File: src/rtl/multicycle_control_fsm_if.sv
// Control bundle between the multi-cycle controller and the datapath (IR fields, ALU flag, selects, strobes).
// MC_CTRL_ILLEGAL_TRAP_EN adds the Illegal status line.
interface multicycle_control_fsm_if;
  logic [6:0] Op;
  logic [2:0] funct3;
  logic [6:0] funct7;
  logic       Zero;
  logic       PCWrite;
  logic       AdrSrc;
  logic       MemWrite;
  logic       IRWrite;
  logic       RegWrite;
  logic [1:0] ResultSrc;
  logic [1:0] ALUSrcA;
  logic [1:0] ALUSrcB;
  logic [1:0] ImmSrc;
  logic [2:0] ALUControl;
  logic       InstrDone;
  logic [3:0] State;
`ifdef MC_CTRL_ILLEGAL_TRAP_EN
  logic       Illegal;
`endif

  modport master (
    input  Op, funct3, funct7, Zero,
    output PCWrite, AdrSrc, MemWrite, IRWrite, RegWrite, ResultSrc,
           ALUSrcA, ALUSrcB, ImmSrc, ALUControl, InstrDone, State
`ifdef MC_CTRL_ILLEGAL_TRAP_EN
    , output Illegal
`endif
  );

  modport slave (
    output Op, funct3, funct7, Zero,
    input  PCWrite, AdrSrc, MemWrite, IRWrite, RegWrite, ResultSrc,
           ALUSrcA, ALUSrcB, ImmSrc, ALUControl, InstrDone, State
`ifdef MC_CTRL_ILLEGAL_TRAP_EN
    , input Illegal
`endif
  );
endinterface

File: src/rtl/multicycle_control_fsm.sv
// Moore sequencing controller for the multi-cycle RV32I core (lw, sw, R, I-ALU, beq, jal).
// Define MC_CTRL_ILLEGAL_TRAP_EN to trap unrecognised opcodes in a sticky ILLEGAL state.
module multicycle_control_fsm (
  input  logic                           clk,
  input  logic                           rst,
  multicycle_control_fsm_if.master       bus
);

  typedef enum logic [3:0] {
    FETCH    = 4'd0,
    DECODE   = 4'd1,
    MEMADR   = 4'd2,
    MEMREAD  = 4'd3,
    MEMWB    = 4'd4,
    MEMWRITE = 4'd5,
    EXECR    = 4'd6,
    EXECI    = 4'd7,
    ALUWB    = 4'd8,
    BEQ      = 4'd9,
    JAL      = 4'd10
`ifdef MC_CTRL_ILLEGAL_TRAP_EN
    , ILLEGAL = 4'd11
`endif
  } state_t;

  typedef enum logic [1:0] {
    ALU_ADD   = 2'd0,
    ALU_SUB   = 2'd1,
    ALU_FUNCT = 2'd2
  } alu_op_t;

  localparam logic [6:0] OP_LW   = 7'b0000011;
  localparam logic [6:0] OP_SW   = 7'b0100011;
  localparam logic [6:0] OP_R    = 7'b0110011;
  localparam logic [6:0] OP_I    = 7'b0010011;
  localparam logic [6:0] OP_BEQ  = 7'b1100011;
  localparam logic [6:0] OP_JAL  = 7'b1101111;

  state_t     state_q, state_d;
  alu_op_t    alu_op;
  logic       pc_update, branch;
  logic       adr_src, mem_write, ir_write, reg_write, instr_done;
  logic [1:0] result_src, alu_src_a, alu_src_b, imm_src;
  logic [2:0] alu_control;
  logic       unused_funct7;

  assign unused_funct7 = ^{bus.funct7[6], bus.funct7[4:0]};

  always_ff @(posedge clk or posedge rst) begin
    if (rst) state_q <= FETCH;
    else     state_q <= state_d;
  end

  always_comb begin
    state_d = FETCH;
    case (state_q)
      FETCH:  state_d = DECODE;
      DECODE: begin
        case (bus.Op)
          OP_LW, OP_SW: state_d = MEMADR;
          OP_R:         state_d = EXECR;
          OP_I:         state_d = EXECI;
          OP_BEQ:       state_d = BEQ;
          OP_JAL:       state_d = JAL;
`ifdef MC_CTRL_ILLEGAL_TRAP_EN
          default:      state_d = ILLEGAL;
`else
          default:      state_d = FETCH;
`endif
        endcase
      end
      MEMADR:   state_d = (bus.Op == OP_LW) ? MEMREAD : MEMWRITE;
      MEMREAD:  state_d = MEMWB;
      EXECR:    state_d = ALUWB;
      EXECI:    state_d = ALUWB;
      JAL:      state_d = ALUWB;
`ifdef MC_CTRL_ILLEGAL_TRAP_EN
      ILLEGAL:  state_d = ILLEGAL;
`endif
      default:  state_d = FETCH;
    endcase
  end

  always_comb begin
    pc_update  = 1'b0;
    branch     = 1'b0;
    adr_src    = 1'b0;
    mem_write  = 1'b0;
    ir_write   = 1'b0;
    reg_write  = 1'b0;
    instr_done = 1'b0;
    result_src = 2'b00;
    alu_src_a  = 2'b00;
    alu_src_b  = 2'b00;
    alu_op     = ALU_ADD;
    case (state_q)
      FETCH: begin
        ir_write   = 1'b1;
        alu_src_b  = 2'b10;
        result_src = 2'b10;
        pc_update  = 1'b1;
      end
      DECODE: begin
        alu_src_a = 2'b01;
        alu_src_b = 2'b01;
      end
      MEMADR: begin
        alu_src_a = 2'b10;
        alu_src_b = 2'b01;
      end
      MEMREAD:  adr_src = 1'b1;
      MEMWB: begin
        result_src = 2'b01;
        reg_write  = 1'b1;
        instr_done = 1'b1;
      end
      MEMWRITE: begin
        adr_src    = 1'b1;
        mem_write  = 1'b1;
        instr_done = 1'b1;
      end
      EXECR: begin
        alu_src_a = 2'b10;
        alu_op    = ALU_FUNCT;
      end
      EXECI: begin
        alu_src_a = 2'b10;
        alu_src_b = 2'b01;
        alu_op    = ALU_FUNCT;
      end
      ALUWB: begin
        reg_write  = 1'b1;
        instr_done = 1'b1;
      end
      BEQ: begin
        alu_src_a  = 2'b10;
        alu_op     = ALU_SUB;
        branch     = 1'b1;
        instr_done = 1'b1;
      end
      JAL: begin
        alu_src_a = 2'b01;
        alu_src_b = 2'b10;
        pc_update = 1'b1;
      end
      default: ;
    endcase
  end

  always_comb begin
    case (bus.Op)
      OP_SW:   imm_src = 2'b01;
      OP_BEQ:  imm_src = 2'b10;
      OP_JAL:  imm_src = 2'b11;
      default: imm_src = 2'b00;
    endcase
  end

  always_comb begin
    alu_control = 3'b000;
    case (alu_op)
      ALU_SUB: alu_control = 3'b001;
      ALU_FUNCT: begin
        case (bus.funct3)
          3'b000:  alu_control = (bus.Op[5] & bus.funct7[5]) ? 3'b001 : 3'b000;
          3'b010:  alu_control = 3'b101;
          3'b110:  alu_control = 3'b011;
          3'b111:  alu_control = 3'b010;
          default: alu_control = 3'b000;
        endcase
      end
      default: alu_control = 3'b000;
    endcase
  end

  // The state register already reads FETCH during reset; strobes are masked so FETCH's enables stay quiet.
  assign bus.PCWrite    = ~rst & (pc_update | (branch & bus.Zero));
  assign bus.IRWrite    = ~rst & ir_write;
  assign bus.MemWrite   = ~rst & mem_write;
  assign bus.RegWrite   = ~rst & reg_write;
  assign bus.InstrDone  = ~rst & instr_done;
  assign bus.AdrSrc     = adr_src;
  assign bus.ResultSrc  = result_src;
  assign bus.ALUSrcA    = alu_src_a;
  assign bus.ALUSrcB    = alu_src_b;
  assign bus.ImmSrc     = imm_src;
  assign bus.ALUControl = alu_control;
  assign bus.State      = state_q;
`ifdef MC_CTRL_ILLEGAL_TRAP_EN
  assign bus.Illegal    = (state_q == ILLEGAL);
`endif

endmodule

File: src/flat_wrapper.sv
// flat-port wrapper written by rule: the top's interface ports become plain ports
module multicycle_control_fsm_flat 
  (clk, rst, bus_Op, bus_funct3, bus_funct7, bus_Zero, bus_PCWrite, bus_AdrSrc, bus_MemWrite, bus_IRWrite, bus_RegWrite, bus_ResultSrc, bus_ALUSrcA, bus_ALUSrcB, bus_ImmSrc, bus_ALUControl, bus_InstrDone, bus_State);
  multicycle_control_fsm_if bus_i ();
  input  logic clk;
  input  logic rst;
  input wire logic [$bits(bus_i.Op)-1:0] bus_Op;
  input wire logic [$bits(bus_i.funct3)-1:0] bus_funct3;
  input wire logic [$bits(bus_i.funct7)-1:0] bus_funct7;
  input wire logic [$bits(bus_i.Zero)-1:0] bus_Zero;
  output wire logic [$bits(bus_i.PCWrite)-1:0] bus_PCWrite;
  output wire logic [$bits(bus_i.AdrSrc)-1:0] bus_AdrSrc;
  output wire logic [$bits(bus_i.MemWrite)-1:0] bus_MemWrite;
  output wire logic [$bits(bus_i.IRWrite)-1:0] bus_IRWrite;
  output wire logic [$bits(bus_i.RegWrite)-1:0] bus_RegWrite;
  output wire logic [$bits(bus_i.ResultSrc)-1:0] bus_ResultSrc;
  output wire logic [$bits(bus_i.ALUSrcA)-1:0] bus_ALUSrcA;
  output wire logic [$bits(bus_i.ALUSrcB)-1:0] bus_ALUSrcB;
  output wire logic [$bits(bus_i.ImmSrc)-1:0] bus_ImmSrc;
  output wire logic [$bits(bus_i.ALUControl)-1:0] bus_ALUControl;
  output wire logic [$bits(bus_i.InstrDone)-1:0] bus_InstrDone;
  output wire logic [$bits(bus_i.State)-1:0] bus_State;
  assign bus_i.Op = bus_Op;
  assign bus_i.funct3 = bus_funct3;
  assign bus_i.funct7 = bus_funct7;
  assign bus_i.Zero = bus_Zero;
  assign bus_PCWrite = bus_i.PCWrite;
  assign bus_AdrSrc = bus_i.AdrSrc;
  assign bus_MemWrite = bus_i.MemWrite;
  assign bus_IRWrite = bus_i.IRWrite;
  assign bus_RegWrite = bus_i.RegWrite;
  assign bus_ResultSrc = bus_i.ResultSrc;
  assign bus_ALUSrcA = bus_i.ALUSrcA;
  assign bus_ALUSrcB = bus_i.ALUSrcB;
  assign bus_ImmSrc = bus_i.ImmSrc;
  assign bus_ALUControl = bus_i.ALUControl;
  assign bus_InstrDone = bus_i.InstrDone;
  assign bus_State = bus_i.State;
  multicycle_control_fsm u_core (.clk(clk), .rst(rst), .bus(bus_i));
endmodule
File: config.mk
export PLATFORM = sky130hd
export DESIGN_NAME = multicycle_control_fsm_flat
export DESIGN_NICKNAME = d
export VERILOG_FILES = /design/src/rtl/multicycle_control_fsm_if.sv /design/src/rtl/multicycle_control_fsm.sv /design/src/flat_wrapper.sv
export SDC_FILE = /design/constraint.sdc
export NUM_CORES = 1
export LEC_CHECK = 0
export CORE_MARGIN = 4
export CORE_UTILIZATION = 30
export CTS_CLUSTER_DIAMETER = 60
export DETAILED_ROUTE_END_ITERATION = 8
export PLACE_DENSITY = 0.73
export SYNTH_ARGS = -nofsm -noshare
export SYNTH_HDL_FRONTEND = slang
export SYNTH_SLANG_ARGS = --single-unit
File: constraint.sdc
create_clock -name clk -period 1.6 [get_ports clk]
set_input_delay 0.32 -clock clk [delete_from_list [all_inputs] [get_ports clk]]
set_output_delay 0.32 -clock clk [all_outputs]
set_load 0.05 [all_outputs]
==> results of run 1 <==
[cells in the mapped netlist, drive strengths merged (2+ instances only)]
cell type,n,area share (%)
o21ai,3,2.6
nand3,2,1.8
ha,2,4.4
and3b,2,3.1
a21oi,6,5.3
inv,8,5.3
nor3b,3,4.0
nand2b,2,2.2
nor3,5,4.4
nor2b,3,3.3
dfrtp,4,18
xnor2,2,3.1
buf,5,5.5
nor2,6,4.0
nor4,2,2.2
nand2,5,3.3
and2b,2,2.6
[cells by family after synthesis]
logic type	count (synthesis)	share of synthesized area [%]
mux	1	1.77
flops	4	17.7
fa+ha+maj	2	4.41
buf+inv	13	10.8
compound gates	16	18.8
simple gates	39	41.9
xor+xnor	3	4.64
[metrics by stage]
stage	util [%]	setup TNS, ns	hold WS, ns	cell area [um2]
detailed placement	87.9	-2.13	0.733	1550
global placement	87.9	-1.51	0.741	1550
floorplan	-	-4.75	0.0944	738
==> summary.txt, run 1 <==
Clocking
  • CTS HTree Levels: 1
  • TritonCTS buffer count: 3
  • Post_cts resized: roughly 50
  • Sink Count: 4
  • Root Buffer: clkbuf_4
  • Post-CTS Setup Bufs: 7
  • Hold buffer count at CTS: 0
  • Maximum clock path buffer count: 2

Yosys
  • FFs w/ async S/R, synth: 100%
  • Seq/Total Area, Yosys: 17.7%
  • Mapped Area: between 500 and 600 um2
  • Yosys cell types: 34
  • Syn avg cell area: slightly above 7 um2
  • Yosys warns: 0
  • Mapped Cells: 78
  • Syn_nets: 100
  • Most used flip-flop cell after synthesis: dfrtp_1
  • Number of flops mapped to enable cells by yosys: 0
  • #FFs+latches synth: 4

Run status
  • Stop err: [ERROR DPL-0038] Utilization greater than 100%, impossible to legalize
  • Stop stage: clock tree synthesis (4_1_cts)
  • Status: stopped before the end

Floorplanning
  • Rows: 15
  • Ports: 41
  • Die W: 51.5 um
  • Starting Density: between 30% and 40%
  • Die Span Y: 51.5 um

Place
  • Worst slack at placement: -0.255 ns
  • GPL Wtd Cong: about 0.85
  • DP Cell Count: roughly 170
  • Detailed Place HPWL: 2400 um
  • Port-buffer cells: 34
==> run 2: changes to the inputs <==
Settings changed: CORE_AREA from default to 4 4 65 67, CORE_MARGIN 4 to default, CORE_UTILIZATION 30 to default, CTS_CLUSTER_DIAMETER 60 to default, DIE_AREA from default to 0 0 69 71, PLACE_DENSITY 0.73 to default, PLACE_DENSITY_LB_ADDON from default to 0.15.
Clock period 1.6 ns to 2.1 ns, I/O delays scaled along.
==> summary.txt, run 2 <==
Route
  • Antenna-violating nets left: 0
  • Iteration-0 DRC count of the detailed router: 42
  • DR pass1 iterations: 4
  • Final WL: ~2200 um
  • DRC Markers: 0
  • Drt via density: approximately 4.3
  • Total number of vias: 782
  • DR WL/cell: 11.8 um

Timing
  • Final Critical Period: approximately 2.1 ns
  • Clk_skew: 0.00242 ns
  • Worst-Margin Slew: ~0.36 ns
  • Final Hold Vio Count: 0
  • Final period util: between 90% and 100%
  • Slew Viols, Final: 0
  • Setup-failing EPs final: 0
  • Relative slew margins: between 70% and 80%
  • RSZ-0062 raised after global routing: yes
  • Final worst slack: ~0.013 ns
  • Max Fclk: approximately 480 MHz
  • Final hold slack: between 0.3 and 0.4 ns

GRT
  • Gr usage total: 9.04%
  • Vias in the first global route: 839
  • Gr ovfl total: 0
  • Largest net degree at the start of global routing: 11
  • First-pass GRT wire length: roughly 3700 um
  • Initial antenna violation count: 0

Setup path
  • Worst path max stage delay: just over 0.4 ns
  • Worst setup path start: u_core.bus.State[1]$_DFF_PP0_
  • Critical path class: reg -> out
  • Critical path peak fanout: 4
  • RR Startpoint: u_core.bus.State[2]$_DFF_PP0_
  • Cell family with most CP delay: simple AND/OR/NAND/NOR gates
  • Worst Path Required: around 1.7 ns
  • Critical path's slowest cell: dfrtp_2
  • Startpoint Class: register
  • CP arrival: 1.67 ns
  • Crit end category: output pin
  • Crit path buffers/inverters: 1
  • Critical path, cell by cell: and2b_1 -> nand2_2 -> ha_4 -> nor4_4 -> buf_12

Yosys
  • Synth cell count leaders: 8 x inv_1, 6 x a21oi_1, 6 x nor2_1, 5 x nand2_1, 5 x nor3_1
  • Mapped Cells: 78 (unchanged)
  • Post-synth top area share: 17.7% (unchanged)
  • Yosys warns: 0 (unchanged)
  • Most used flip-flop cell after synthesis: dfrtp_1
  • Syn avg cell area: 7.27 um2 (unchanged)
  • Synth Area in Compound Gates: 18.8% (unchanged)
  • #FFs+latches synth: 4 (unchanged)
  • Largest family of logic cells by synthesized area: simple AND/OR/NAND/NOR gates
  • Post-synthesis mux area share: 1.77% (unchanged)
  • Number of flops mapped to enable cells by yosys: 0 (unchanged)
  • Yosys cell types: 34 (unchanged)
  • FFs w/ async S/R, synth: 100% (unchanged)
  • Mapped Area: 567 um2 (unchanged)
  • Largest cells by area after synthesis: dfrtp_1 18%, a21oi_1 5.3%, inv_1 5.3%
  • Simple-gate share of the synthesized area: 41.9% (unchanged)
  • Yosys top cell by area: dfrtp_1
  • Adder-cell share of the synthesized area: 4.42% (unchanged)
  • Xor/xnor share of the synthesized area: 4.64% (unchanged)
  • Seq/Total Area, Yosys: 17.7% (unchanged)
  • Top-count cell post-synth: inv_1
  • Syn_nets: 100 (unchanged)

Finish
  • Most frequent cells in the layout: 29 x buf_4, 17 x buf_12, 12 x clkdlybuf4s50_1
  • Layout cells sized above 1: a little over half
  • Nets: 159
  • Most common cell after layout, fill and taps aside: buf_4
  • Layout area overhead: 157%
  • Multi-input logic area: roughly 530 um2
  • FF/Latch Area: 105 um2
  • Number of diodes: 0
  • Max reg flops: 4
  • Filler Cell Count: approximately 400

Floorplanning
  • Core area: ~0.0036 mm2
  • Full die area: around 0.0049 mm2
  • Rows: 22 (+7)
  • Starting Density: 15.6% (-17 points)
  • Die W: 69 um (+34%)
  • Ports: 41 (unchanged)
  • Die Span Y: 71 um (+38%)

Place
  • GPL Wtd Cong: 0.758 (-11%)
  • Port-buffer cells: 34 (unchanged)
  • Worst slack at placement: 0.00375 ns (+0.259 ns)
  • Detailed Place HPWL: 1840 um (-23%)

Pwr
  • Switching power: just over 0.5 mW
  • Leakage power: 0.629 nW
  • Switching part of the total: between 40% and 50%
  • Power per cell area: about 740 mW/mm2
  • Clock power frac: around 15%
  • Flop pwr share: a little under a tenth
  • Maximum VDD drop: slightly below 0.2 mV
  • Combinational power share: ~75%
  • Int Pwr: between 0.5 and 0.6 mW

Clocking
  • CTS HTree Levels: 1 (unchanged)
  • Clock slew at reported path FFs: roughly 0.03 ns
  • Clk_lat worst skew: 0.22 ns
  • Root Buffer: clkbuf_8
  • Maximum clock path buffer count: 2 (unchanged)
  • Hold buffer count at CTS: 0 (unchanged)
  • Sink Count: 4 (unchanged)
  • TritonCTS buffer count: 3 (unchanged)
  • CTS tree: built

Run
  • Max Cap Violations: 0

Min path
  • Worst hold path class: in -> async

Run status
  • Status: finished clean
[run 2: final timing paths]
| path | end | slack (ns) | cells past startpoint |
|---|---|---|---|
| max reg2reg | u_core.bus.State[3]$_DFF_PP0_ | 0.55 | 4 |
| min reg2reg | u_core.bus.State[0]$_DFF_PP0_ | 0.68 | 2 |
| min in group clk | u_core.bus.State[0]$_DFF_PP0_ | 0.68 | 2 |
| max in group asynchronous | u_core.bus.State[3]$_DFF_PP0_ | 1.66 | 3 |
| min | u_core.bus.State[0]$_DFF_PP0_ | 0.32 | 3 |
| max | bus_ALUControl[2] | 0.01 | 5 |
[run 2: logic make-up (layout without fill, tap and decap cells)]
| kind of cell | after synthesis | count (layout) |
|---|---|---|
| and+or+nand+nor | 39 | 39 |
| DFF | 4 | 4 |
| muxes | 1 | 1 |
| adders and majority gates | 2 | 2 |
| AOI/OAI and AO/OA | 16 | 16 |
| xor gates and xnor gates | 3 | 3 |
| buffers and inverters | 13 | 70 |
[run 2: layout make-up]
class | count | area share [%]
repair buffers | 59 | 47.3
multi-input cells | 61 | 36.4
flip-flops and latches | 4 | 7.20
well taps | 48 | 4.12
clock buffers | 3 | 2.83
inverters | 8 | 2.06
[run 2: worst min-delay path, stage by stage]
cell and delay (ns):
dlymetal6s2s_1 0.20, inv_1 0.11, buf_4 0.14
[run 2: power groups by stage]
stage               combinational, mW  clock [mW]  sequential [mW]
floorplan                       0.374           0            0.141
global placement                0.801           0            0.106
detailed placement              0.806           0            0.105
CTS                             0.812       0.172            0.105
global route                    0.852       0.174            0.109
finish                          0.814       0.165            0.104
[run 2: what timing repair did]
item                       CTS  global route
setup endpoints to repair    4             4
gates resized for setup      7             5
setup buffers                2             1
pin swaps                    4             1
gates cloned                 0             0
[run 2: routing by layer]
layer  vias up  global-route usage, %  wire (um)
met4         0                   4.56         31
met3         3                   1.42        115
li1        389                      -          -
met5         -                      0          0
met2        31                   15.4       1100
met1       359                   11.0        910
[run 2: per-stage QoR]
step	TNS, ns	utilization [%]	std cells	power (mW)	instance area [um2]
2_1_floorplan	-1.44	-	78	0.515	662
3_3_place_gp	-0.00752	37.2	177	0.906	1350
3_5_place_dp	0	37.2	177	0.911	1350
4_1_cts	-0.00310	39.5	182	1.09	1430
5_1_grt	-0.0723	40.2	183	1.14	1460
6_report	0	40.2	183	1.08	1460
No activity file was read; power rests on OpenSTA's default activity.
==> run 3: changes to the inputs <==
Settings changed: CORE_AREA 4 4 65 67 to 10 10 71 73, DIE_AREA 0 0 69 71 to 0 0 81 83, DONT_BUFFER_PORTS from default to 1.
==> summary.txt, run 3 (synthesized netlist as in run 2, its figures left out) <==
Run
  • Max Cap Violations: 0 (unchanged)

Place
  • Port-buffer cells: 0 (-100%)
  • GPL Wtd Cong: 0.703 (-7.3%)
  • Post-DP Area: 946 um2 (-30%)
  • DP Cell Count: 147 (-17%)
  • Detailed Place HPWL: 1910 um (+3.7%)
  • Worst slack at placement: 0.0926 ns (+0.0888 ns)

Timing
  • Final period util: 99.3% (-0.15 points)
  • RSZ-0062 raised after global routing: yes
  • Setup-failing EPs final: 0 (unchanged)
  • Final Critical Period: 2.08 ns (-0.00316 ns)
  • Worst-Margin Slew: 0.421 ns (+0.0614 ns)
  • Slew Viols, Final: 0 (unchanged)
  • Clk_skew: 0.00251 ns (+0.0000851 ns)
  • Max Fclk: 480 MHz (+0.15%)
  • Relative slew margins: 71.9% (-3.9 points)
  • Final Hold Vio Count: 0 (unchanged)
  • Final worst slack: 0.0157 ns (+0.00316 ns)

Pwr
  • Leakage power: 0.474 nW (-25%)
  • Int Pwr: 0.443 mW (-22%)
  • Power per cell area: 861 mW/mm2 (+16%)
  • Switching power: 0.494 mW (-4.1%)
  • Maximum VDD drop: 0.310 mV (+61%)
  • Design Power: 0.936 mW (-14%)
  • Flop pwr share: 10.7% (+1.1 points)
  • Switching part of the total: 52.7% (+5.3 points)
  • Clock power frac: 16.8% (+1.5 points)
  • Combinational power share: 72.4% (-2.7 points)

Finish
  • Max reg flops: 4 (unchanged)
  • Final Non-Filler Cells: 155 (-15%)
  • Layout area overhead: 91.8%
  • Most frequent cells in the layout: 24 x buf_4, 7 x inv_1, 5 x nor3_2
  • Number of diodes: 0 (unchanged)
  • Multi-input logic area: 553 um2 (+4.0%)
  • Nets: 131 (-18%)
  • Filler Cell Count: 410 (+5.4%)
  • Most common cell after layout, fill and taps aside: buf_4
  • FF/Latch Area: 105 um2 (unchanged)
  • Layout cells sized above 1: 58.9% (+4.8 points)
  • Final instance area: 0.00109 mm2 (-25%)

Floorplanning
  • Starting Density: 15.6% (unchanged)
  • Die W: 81 um (+17%)
  • Core area: 0.00363 mm2 (unchanged)
  • Die Span Y: 83 um (+17%)
  • Ports: 41 (unchanged)
  • Full die area: 0.00672 mm2 (+37%)
  • Rows: 22 (unchanged)

Clocking
  • Root Buffer: clkbuf_8
  • Clk_lat worst skew: 0.21 ns (about the same)
  • Maximum clock path buffer count: 2 (unchanged)
  • Sink Count: 4 (unchanged)
  • Clock slew at reported path FFs: 0.03 ns (about the same)
  • CTS tree: built
  • TritonCTS buffer count: 3 (unchanged)
  • CTS HTree Levels: 1 (unchanged)

GRT
  • Gr usage total: 6.80% (-2.2 points)
  • Largest net degree at the start of global routing: 12 (+1)
  • Gr ovfl total: 0 (unchanged)
  • Vias in the first global route: 742 (-12%)
  • Initial antenna violation count: 0 (unchanged)
  • First-pass GRT wire length: 3740 um (-0.19%)

Setup path
  • Critical path class: reg -> out
  • CP arrival: 1.66 ns (about the same)
  • Startpoint Class: register
  • Crit end category: output pin
  • Worst Path Required: 1.68 ns (about the same)
  • Critical path peak fanout: 5 (+1)

Route
  • Final WL: 2240 um (+3.7%)
  • DR WL/cell: 14.4 um (+22%)
  • DRC Markers: 0 (unchanged)
  • Drt via density: 4.34 (+1.5%)
  • Total number of vias: 672 (-14%)
  • Iteration-0 DRC count of the detailed router: 33 (-21%)
  • DR pass1 iterations: 4 (unchanged)
  • Antenna-violating nets left: 0 (unchanged)

Run status
  • Status: finished clean

Min path
  • Worst hold path class: in -> reg
-- run 3: repair_timing --
item / 4_1_cts / 5_1_grt
pin swaps: 5 / 1
setup endpoints to repair: 4 / 7
gates resized for setup: 8 / 11
hold buffers: 1 / 0
hold endpoints to repair: 4 / 0
setup buffers: 2 / 2
-- run 3: routing by layer --
layer  up-vias  routed length [um]  track usage, %
li1        334                   -               -
met4         0                   0            2.82
met1       311                 952            8.03
met3         0                 271            3.45
met2        27                1020            10.0
met5         -                   0               0
-- run 3: stage by stage --
stage | utilization [%] | hold WS (ns) | setup TNS, ns
5_1_grt | 29.9 | 0.433 | -0.0890
2_1_floorplan | - | 0.194 | -1.44
6_report | 29.9 | 0.413 | 0
3_3_place_gp | 26.0 | 0.225 | 0
4_1_cts | 28.6 | 0.411 | -0.00659
3_5_place_dp | 26.0 | 0.222 | 0
-- run 3: path summary, 6_finish.rpt --
| check | from | endpoint | slack [ns] | cells after the start |
|---|---|---|---|---|
| min in group asynchronous | rst | u_core.bus.State[3]$_DFF_PP0_ | 0.56 | 2 |
| max | u_core.bus.State[1]$_DFF_PP0_ | bus_PCWrite | 0.02 | 5 |
| min reg2reg | u_core.bus.State[0]$_DFF_PP0_ | u_core.bus.State[0]$_DFF_PP0_ | 0.69 | 2 |
| max in group asynchronous | rst | u_core.bus.State[0]$_DFF_PP0_ | 1.40 | 2 |
| min | bus_Op[6] | u_core.bus.State[3]$_DFF_PP0_ | 0.41 | 2 |
| max reg2reg | u_core.bus.State[3]$_DFF_PP0_ | u_core.bus.State[2]$_DFF_PP0_ | 0.63 | 4 |
-- run 3: final cells by class --
| type | instances | area share, % |
|---|---|---|
| clock buffer | 3 | 3.80 |
| tap | 48 | 5.52 |
| timing repair buffer | 31 | 27.4 |
| inverter | 8 | 2.76 |
| multi-input combinational | 61 | 50.9 |
| sequential | 4 | 9.67 |
-- run 3: power by group through the flow --
stage | clock [mW] | combinational (mW) | sequential [mW]
final | 0.158 | 0.678 | 0.100
after global routing | 0.169 | 0.724 | 0.102
after CTS | 0.164 | 0.651 | 0.101
after detailed placement | 0 | 0.632 | 0.101
after global placement | 0 | 0.624 | 0.100
after floorplan | 0 | 0.374 | 0.141
-- run 3: critical path, cell delays in order, from the launching register on --
cell and delay (ns):
dfrtp_2 0.42, and2b_2 0.26, buf_6 0.12, a21oi_4 0.05, a2111oi_4 0.36, clkbuf_16 0.24
